### src/rtl/spi_pkg.sv
// Shared types and constants for the SPI flash burst reader.
package spi_pkg;

  typedef enum logic [2:0] {
    StIdle,
    StCmd,
    StAddr,
    StDummy,
    StData
  } state_e;

  localparam logic [7:0]  OpRead      = 8'h03;
  localparam logic [7:0]  OpFastRead  = 8'h0B;
  localparam int unsigned DummyCycles = 8;

endpackage

### src/rtl/spi_shift_rx.sv
// MSB-first 8-bit receive shifter; byte_done flags the edge that completes a byte,
// with rx_byte already including the bit sampled on that edge.
module spi_shift_rx (
  input  logic       sclk,
  input  logic       rst,
  input  logic       en,
  input  logic       miso,
  output logic [7:0] rx_byte,
  output logic       byte_done
);

  logic [6:0] shift_q;
  logic [2:0] bit_cnt_q;

  always_ff @(posedge sclk or posedge rst) begin
    if (rst) begin
      shift_q   <= '0;
      bit_cnt_q <= '0;
    end else if (!en) begin
      bit_cnt_q <= '0;
    end else begin
      shift_q   <= {shift_q[5:0], miso};
      bit_cnt_q <= bit_cnt_q + 3'd1;
    end
  end

  assign rx_byte   = {shift_q, miso};
  assign byte_done = en && (bit_cnt_q == 3'd7);

endmodule

### src/rtl/spi_flash_burst_reader.sv
// SPI flash burst read master: opcode, address, then len+1 bytes streamed out.
// Define SPI_FAST_READ_EN for fast-read (opcode 0x0B plus 8 dummy edges).
module spi_flash_burst_reader
  import spi_pkg::*;
#(
  parameter int unsigned ADDR_W   = 16,
  parameter int unsigned LEN_W    = 4,
  parameter logic [7:0]  CMD_READ = 8'h03
) (
  input  logic              sclk,
  input  logic              rst,
  input  logic              start,
  input  logic [ADDR_W-1:0] addr,
  input  logic [LEN_W-1:0]  len,
  input  logic              abort,
  output logic              busy,
  output logic [7:0]        data_out,
  output logic              data_valid,
  output logic              done,
  output logic              cs,
  output logic              mosi,
  input  logic              miso
);

  localparam int unsigned CntW = $clog2(ADDR_W);
  localparam logic [CntW-1:0] CntAddrTop = CntW'(ADDR_W - 1);
  localparam logic [CntW-1:0] CntByteTop = CntW'(7);

`ifdef SPI_FAST_READ_EN
  localparam logic [7:0]      Opcode      = OpFastRead;
  localparam logic [CntW-1:0] CntDummyTop = CntW'(DummyCycles - 1);
`else
  localparam logic [7:0]      Opcode      = CMD_READ;
`endif

  state_e            state_q;
  logic [CntW-1:0]   cnt_q;
  logic [ADDR_W-1:0] addr_q;
  logic [LEN_W-1:0]  bytes_left_q;

  logic       rx_en;
  logic [7:0] rx_byte;
  logic       byte_done;

  assign rx_en = (state_q == StData);

  spi_shift_rx u_rx (
    .sclk      (sclk),
    .rst       (rst),
    .en        (rx_en),
    .miso      (miso),
    .rx_byte   (rx_byte),
    .byte_done (byte_done)
  );

  always_ff @(posedge sclk or posedge rst) begin
    if (rst) begin
      state_q      <= StIdle;
      cnt_q        <= '0;
      addr_q       <= '0;
      bytes_left_q <= '0;
      busy         <= 1'b0;
      data_out     <= '0;
      data_valid   <= 1'b0;
      done         <= 1'b0;
      cs           <= 1'b1;
      mosi         <= 1'b0;
    end else begin
      data_valid <= 1'b0;
      done       <= 1'b0;
      if (state_q != StIdle && abort) begin
        cs      <= 1'b1;
        mosi    <= 1'b0;
        busy    <= 1'b0;
        state_q <= StIdle;
      end else begin
        case (state_q)
          StIdle: begin
            cs   <= 1'b1;
            mosi <= 1'b0;
            if (start && !abort) begin
              addr_q       <= addr;
              bytes_left_q <= len;
              cs           <= 1'b0;
              busy         <= 1'b1;
              cnt_q        <= CntByteTop;
              state_q      <= StCmd;
            end
          end
          StCmd: begin
            mosi <= Opcode[cnt_q[2:0]];
            if (cnt_q == '0) begin
              cnt_q   <= CntAddrTop;
              state_q <= StAddr;
            end else begin
              cnt_q <= cnt_q - 1'b1;
            end
          end
          StAddr: begin
            mosi <= addr_q[cnt_q];
            if (cnt_q == '0) begin
              cnt_q <= CntByteTop;
`ifdef SPI_FAST_READ_EN
              state_q <= StDummy;
              cnt_q   <= CntDummyTop;
`else
              state_q <= StData;
`endif
            end else begin
              cnt_q <= cnt_q - 1'b1;
            end
          end
`ifdef SPI_FAST_READ_EN
          StDummy: begin
            mosi <= 1'b0;
            if (cnt_q == '0) begin
              cnt_q   <= CntByteTop;
              state_q <= StData;
            end else begin
              cnt_q <= cnt_q - 1'b1;
            end
          end
`endif
          StData: begin
            mosi <= 1'b0;
            if (byte_done) begin
              data_out   <= rx_byte;
              data_valid <= 1'b1;
              // Count down remaining bytes and stop at zero, so len = all-ones never wraps.
              if (bytes_left_q == '0) begin
                cs      <= 1'b1;
                busy    <= 1'b0;
                done    <= 1'b1;
                state_q <= StIdle;
              end else begin
                bytes_left_q <= bytes_left_q - 1'b1;
                cnt_q        <= CntByteTop;
              end
            end
          end
          default: begin
            cs      <= 1'b1;
            mosi    <= 1'b0;
            busy    <= 1'b0;
            state_q <= StIdle;
          end
        endcase
      end
    end
  end

endmodule

### config.mk
export PLATFORM = sky130hd
export DESIGN_NAME = spi_flash_burst_reader
export DESIGN_NICKNAME = d
export VERILOG_FILES = /design/src/rtl/spi_pkg.sv /design/src/rtl/spi_shift_rx.sv /design/src/rtl/spi_flash_burst_reader.sv
export SDC_FILE = /design/constraint.sdc
export NUM_CORES = 1
export LEC_CHECK = 0
export ABC_AREA = 1
export ABC_CLOCK_PERIOD_IN_PS = 1500
export BUFFER_PORTS_ARGS = -buffer_cell sky130_fd_sc_hd__buf_2
export CAP_MARGIN = 20
export CORE_MARGIN = 4
export CORE_UTILIZATION = 50
export CTS_CLUSTER_DIAMETER = 120
export DETAILED_ROUTE_END_ITERATION = 7
export PLACE_DENSITY = 0.86
export SLEW_MARGIN = 20
export SYNTH_ARGS = -nofsm -noshare
export SYNTH_HDL_FRONTEND = slang
export SYNTH_SLANG_ARGS = --single-unit
### constraint.sdc
create_clock -name sclk -period 1.5 [get_ports sclk]
set_input_delay 0.3 -clock sclk [delete_from_list [all_inputs] [get_ports sclk]]
set_output_delay 0.3 -clock sclk [all_outputs]
set_load 0.05 [all_outputs]
# Word-level counts from Yosys, hierarchy flattened
# Memory sizes are Yosys's and may differ from the RTL's.
# Index checks and enable logic that the tools add are counted.
totals:
  regBits: 50
  mem_bits_ro: 8
  in_bits: 25
  out_inout_bits: 13
  word_cells: 90
  memories: 1
classes:
  addsub: 3
  magnitude_cmp: 2
  n_eq_ne: 13
  muxes: 40
  n_bitwise: 1
  reduce_logical: 18
mem_list:
  columns: ["memory", "words", "width", "read_ports", "rd_clocked_by_memory_dff", "wr", "line", "rtl"]
  rows:
  - ["(no name shown)", 8, 1, 1, 0, 0, "spi_flash_burst_reader.sv:91", "mosi <= Opcode[cnt_q[2:0]];"]
op_table:
  columns: ["op", "n"]
  rows:
  - ["$mux W4", 8]
  - ["$mux W3", 7]
  - ["$mux W1", 18]
  - ["$pmux W4 S4", 1]
  - ["$ne A3 B3 Y1 const B", 5]
  - ["$reduce_and A5 Y1", 3]
  - ["$pmux W3 S4", 1]
  - ["$reduce_and A3 Y1", 3]
  - ["$logic_not A4 Y1", 2]
  - ["$pmux W4 S2", 1]
  - ["$sub A4 B1 Y4 const B", 2]
  - ["$eq A3 B3 Y1 const B", 2]
  - ["$ne A2 B2 Y1 const B", 3]
  - ["$pmux W1 S3", 2]
  - ["$lt A4 B5 Y1 const B", 1]
  - ["$bmux W1 S4", 1]
  - ["$lt A3 B4 Y1 const B", 1]
  - ["$reduce_and A4 Y1", 1]
  - ["$reduce_bool A4 Y1", 1]
  - ["$add A3 B1 Y3 const B", 1]
  - ["$eq A3 B1 Y1 const B", 1]
  - ["$eq A3 B2 Y1 const B", 1]
  - ["$logic_and A1 B1 Y1", 3]
  - ["$logic_not A3 Y1", 1]
  - ["7 further kinds", 7]

# Depth between registers and ports, before layout
depth:
  depth_word: 5
  mapped_depth: 12
  depth_no_buf: 12

# Cells and area by module
# Synthesis repeated with hierarchy kept, for this count alone.
unflattened:
  hier_cells: 312
  area_unflattened_um2: 2446.1
by_module_without_submodules:
  columns: ["mod", "n_inst", "cells_each", "area_per_inst_um2", "seq_area_each_um2"]
  rows:
  - ["spi_flash_burst_reader", 1, 268, 2043.2, 1002.2]
  - ["spi_shift_rx", 1, 44, 402.9, 250.2]

# Worst setup path before layout
# Ideal clock, no wire load.
synth_path:
  path_kind: "register to register"
  start: "register cnt_q[1]"
  end: "register state_q[1]"
  setup_ns: 0.077
  t_arrival_ns: 1.275
  t_required_ns: 1.423
  setup_slack_ns: 0.148
  stages_incl_launch_ff: 9
  n_path_buf: 0
  period_less_slack_ns: 1.352
  cell_sequence: "dfrtp_1 inv_1 ha_1 nand2_1 nor2_1 nor2_1 nor2_2 nor2_1 a21oi_1"
synth_via:
  elab_chain_cells: 3
  elab_cells_between_ends: 4
  cone_classes: "2 x eq/ne; 2 x reduce/logical"
synth_lines:
  columns: ["item", "line", "rtl"]
  rows:
  - ["start, declared", "spi_flash_burst_reader.sv:37", "logic [CntW-1:0] cnt_q;"]
  - ["start signal, assigned", "spi_flash_burst_reader.sv:86", "cnt_q <= CntByteTop;"]
  - ["start signal, assigned", "spi_flash_burst_reader.sv:93", "cnt_q <= CntAddrTop;"]
  - ["start signal, assigned", "spi_flash_burst_reader.sv:96", "cnt_q <= cnt_q - 1'b1;"]
  - ["$logic_not A4 Y1 *", "spi_flash_burst_reader.sv:92, spi_flash_burst_reader.sv:101", null]
  - ["$ne A3 B3 Y1 (no source line)", null, null]
  - ["$reduce_and A5 Y1 (no source line) *", null, null]
  - ["end signal, assigned", "spi_flash_burst_reader.sv:87", "state_q <= StCmd;"]
  - ["end signal, assigned", "spi_flash_burst_reader.sv:94", "state_q <= StAddr;"]
  - ["end signal, assigned", "spi_flash_burst_reader.sv:107", "state_q <= StData;"]
  - ["end, declared", "spi_flash_burst_reader.sv:36", "state_e state_q;"]
# Mark *: on every way between the ends. The rest lies on a longest branch, timed or not.
# A chain may end at the register's enable or synchronous reset.

# Worst setup path after layout
layout_path:
  start: "register bytes_left_q[0]"
  end: "register bytes_left_q[1]"
layout_via:
  elab_chain_cells: 4
  elab_cells_between_ends: 7
  cone_classes: "1 x add/sub; 1 x eq/ne; 3 x mux; 2 x reduce/logical"
layout_lines:
  columns: ["item", "line", "rtl"]
  rows:
  - ["start, declared", "spi_flash_burst_reader.sv:39", "logic [LEN_W-1:0] bytes_left_q;"]
  - ["start signal, assigned", "spi_flash_burst_reader.sv:83", "bytes_left_q <= len;"]
  - ["start signal, assigned", "spi_flash_burst_reader.sv:136", "bytes_left_q <= bytes_left_q - 1'b1;"]
  - ["$sub A4 B1 Y4", "spi_flash_burst_reader.sv:136", null]
  - ["$mux W4", "spi_flash_burst_reader.sv:130", "if (bytes_left_q == '0) begin"]
  - ["$mux W4", "spi_flash_burst_reader.sv:126", "if (byte_done) begin"]
  - ["$pmux W4 S2", "spi_flash_burst_reader.sv:77", "case (state_q)"]
# Parallel ways exist; a longest one is shown, timed or not. The select of a mux whose other input is x is not followed.

==> results by group <==
Power
  • Flop pwr share: a little under 40%
  • Switching power: roughly 0.0021 W
  • Internal Pwr Total: 0.002977 W
  • Switch share: between 40% and 50%
  • Comb power frac: about 45%
  • Pwr/cell area: between 1500 and 2000 nW/µm²
  • Clk pwr share: between 10% and 20%
  • Maximum vdd ir drop: roughly 0.001 V
  • Leak pwr: 1.514 nW

Worst setup path
  • Setup CP Type: reg -> reg
  • Largest stage delay, worst path: around 0.39 ns
  • Crit-path cells: inv_2 > ha_4 > nand2_2 > inv_2 > nand2_2 > nand2_2 > nand2_4 > nand2_4 > nor2_4 > o211ai_1 > o21ai_1
  • Critical path data required time: approximately 1.7 ns
  • Crit-path leading delay family: simple AND/OR/NAND/NOR gates
  • Crit. End Element: flip-flop
  • Slowest CP cell: dfrtp_1
  • Crit path launch type: flip-flop
  • Critical path arrival: around 1.7 ns
  • CP Buf/Inv Count: 2
  • CP max FO: 8
  • Cell mode on critical path: nand2_2

Drt
  • Via density: a little over 5
  • Detailed Route WL: approximately 5.0 mm
  • Routed WL per cell: approximately 13 µm
  • Vias: roughly 2,000
  • TritonRoute pass-1 iters: 4
  • DRC viols: 0
  • Post-route antenna net violation count: 0
  • Iter 0 DRT Violations: between 100 and 150

Timing
  • Max Clock Freq: just under 700 MHz
  • Post-route minimum period: about 1.5 ns
  • Max-slew violation count: 0
  • Setup Skew: 0.004635 ns
  • Hold Vio Cnt, Final: 0
  • Fin crit share: a little under 100%
  • Worst slew margin: 82.56%
  • Setup violators final: 0
  • RSZ-0062 raised after global routing: true
  • Worst-margin pin slew: 0.2615 ns

Floorplanning
  • Die H: 77.25 µm
  • Die area: 5967 µm²
  • Placeable Area: between 4000 and 5000 µm²
  • Starting Density: about 53%
  • FP Rows: 24
  • I/O pin cnt: 38
  • Die width: 77.25 µm

Yosys
  • Synth Net Count: about 320
  • Sequential area share after synthesis: roughly 52%
  • Post-synthesis average cell area: approximately 8.3 µm²
  • Syn Inst Count: between 200 and 300
  • Synth Flop Type: dfrtp_1
  • Post-synth EDFFs: 0
  • Synth unique cells: 29
  • Ys async rst share: 100.0%
  • Mapped cell area: ~2400 µm²
  • Synth warnings: 0
  • Yosys reg bits: 50

Finish
  • Layout area overhead: 18.79%
  • Final antenna diode count: 0
  • Finished Cell Area: between 2000 and 3000 µm²
  • Nets: about 370
  • Final Instance Count excl. Fillers: approximately 390
  • Layout cells sized above 1: 27.60%
  • Layout Utilization: between 60% and 70%

Clock tree
  • Root buf cell: clkbuf_8
  • Num CTS Buffers: 5
  • Clock latency on the worst-skew pair: ~0.30 ns
  • CTS tree: done
  • Clock sink total: 50
  • Clk slew on worst S/H paths: around 0.09 ns
  • Clock Path Buffers: 2
  • H-Tree Depth: 2

Place
  • Placer congestion estimate: between 0.8 and 0.9
  • Placed cell count: between 300 and 400
  • IO Port Bufs: 37
  • Dpl hpwl: between 3 and 4 mm
  • DP Area: ~2700 µm²

Global route
  • GRT Total Usage: 17.59%
  • Vias in the first global route: about 1,900
  • Largest net degree at the start of global routing: 51
  • Initial antenna violation count: 0
  • GRT overflow: 0
  • First-pass GRT wire length: about 8.5 mm

Flow run
  • Maxcap violations: 0

Outcome
  • Status: complete, no violations

Worst hold path
  • Worst Hold Class: in -> async
## per-stage QoR
step	worst slack [ns]	power (W)	setup TNS, ns	hold WS [ns]
finish	0.03234	0.005112	0	0.03635
global route	-0.05978	0.005530	-0.1040	0.05656
CTS	0.01055	0.005000	0	0.04129
detailed placement	0.03035	0.004193	0	0.3654
global placement	0.1103	0.004076	0	0.3600
floorplan	0.0004838	0.003662	0	0.4096
## area by class of cell
class | count | area [µm²]
tap | 52 | 65.06
sequential | 50 | 1254
clock buffer | 7 | 86.33
clock inverter | 1 | 5.005
multi-input combinational | 188 | 982.2
inverter | 44 | 170.2
timing repair buffer | 47 | 285.3
fill | 361 | 1657
## what timing repair did
item,CTS,global route
resized for setup,0,18
setup buffers,0,1
hold buffers,0,0
setup endpoints to repair,0,26
## cells in the final DEF, fill, tap and decap left out, types with 2 or more instances in the layout
cell type / synthesis / layout
buf_2: 4 / 37
nand3_1: 15 / 15
dfrtp_1: 49 / 48
ha_1: 4 / 2
o21ai_2: 5 / 5
o211ai_1: 2 / 2
buf_4: 0 / 8
buf_12: 0 / 2
nand2_1: 91 / 87
inv_1: 40 / 36
nor2_4: 2 / 4
o21ai_0: 29 / 27
o21ai_1: 1 / 3
nor2_2: 4 / 4
inv_2: 2 / 5
nor2_1: 15 / 13
nand2_2: 5 / 9
o31ai_1: 2 / 2
nand2_4: 3 / 3
a21oi_1: 4 / 4
clkbuf_8: 0 / 6
inv_4: 1 / 2
## logic make-up after synthesis
family                   after synthesis  synth area share (%)
AO/OA/AOI/OAI                         45                 10.96
XOR/XNOR                               1                0.3654
adder cells (fa/ha/maj)                4                 2.088
buffers and inverters                 50                 8.455
flip-flops                            50                 52.24
AND/OR/NAND/NOR                      138                 25.89
## Yosys cell counts, types with 2 or more instances
master / instances / area, µm²
nor2_1: 15 / 56.30
nand3_1: 15 / 75.07
buf_2: 4 / 20.02
inv_1: 40 / 150.1
o31ai_1: 2 / 15.01
ha_1: 4 / 50.05
inv_2: 2 / 7.510
dfrtp_1: 49 / 1226
a21oi_1: 4 / 20.02
nand2_1: 91 / 341.6
nand2_4: 3 / 33.78
o211ai_1: 2 / 15.01
nand2_2: 5 / 31.28
nor2_4: 2 / 22.52
o21ai_2: 5 / 43.79
o21ai_0: 29 / 145.1
nor2_2: 4 / 25.02
## metal layers
metal,track usage (%),share of wire [%],vias up
met3,3.747,3.7,6
met5,0,0,-
met1,21.76,45,941
met2,30.14,51,44
li1,-,-,991
met4,6.406,1.2,0
## power by group through the flow
stage	sequential (W)	clock (W)	combinational, W
after floorplan	0.00212	0	0.00155
final	0.00204	0.000795	0.00228
after CTS	0.00203	0.000803	0.00217
after global routing	0.00209	0.000858	0.00258
after detailed placement	0.00205	0	0.00214
after global placement	0.00203	0	0.00205
## worst paths after layout
check / start / end / slack [ns] / cells past startpoint
min: rst / state_q[1]$_DFFE_PP0P_ / 0.04 / 3
max in group asynchronous: rst / cs$_DFFE_PP1P_ / 1.20 / 3
max: bytes_left_q[0]$_DFFE_PP0P_ / bytes_left_q[1]$_DFFE_PP0P_ / 0.03 / 11
max reg2reg: bytes_left_q[0]$_DFFE_PP0P_ / bytes_left_q[1]$_DFFE_PP0P_ / 0.03 / 11
min reg2reg: u_rx.bit_cnt_q[0]$_DFF_PP0_ / u_rx.bit_cnt_q[0]$_DFF_PP0_ / 0.45 / 1
min in group sclk: addr[0] / addr_q[0]$_DFFE_PP0P_ / 0.20 / 3
## tightest hold or removal path: stages
cell    delay, ns
buf_2        0.10
inv_2        0.06
buf_12       0.25
## state kept, by name, indices dropped and copies added (netlist names)
| signal | flops |
|---|---|
| addr_q | 16 |
| mosi | 1 |
| state_q | 3 |
| done | 1 |
| busy | 1 |
| cs | 1 |
| cnt_q | 4 |
| data_out | 8 |
| u_rx.bit_cnt_q | 3 |
| data_valid | 1 |
| bytes_left_q | 4 |
| u_rx.shift_q | 7 |
No activity file was read; power rests on OpenSTA's default activity.
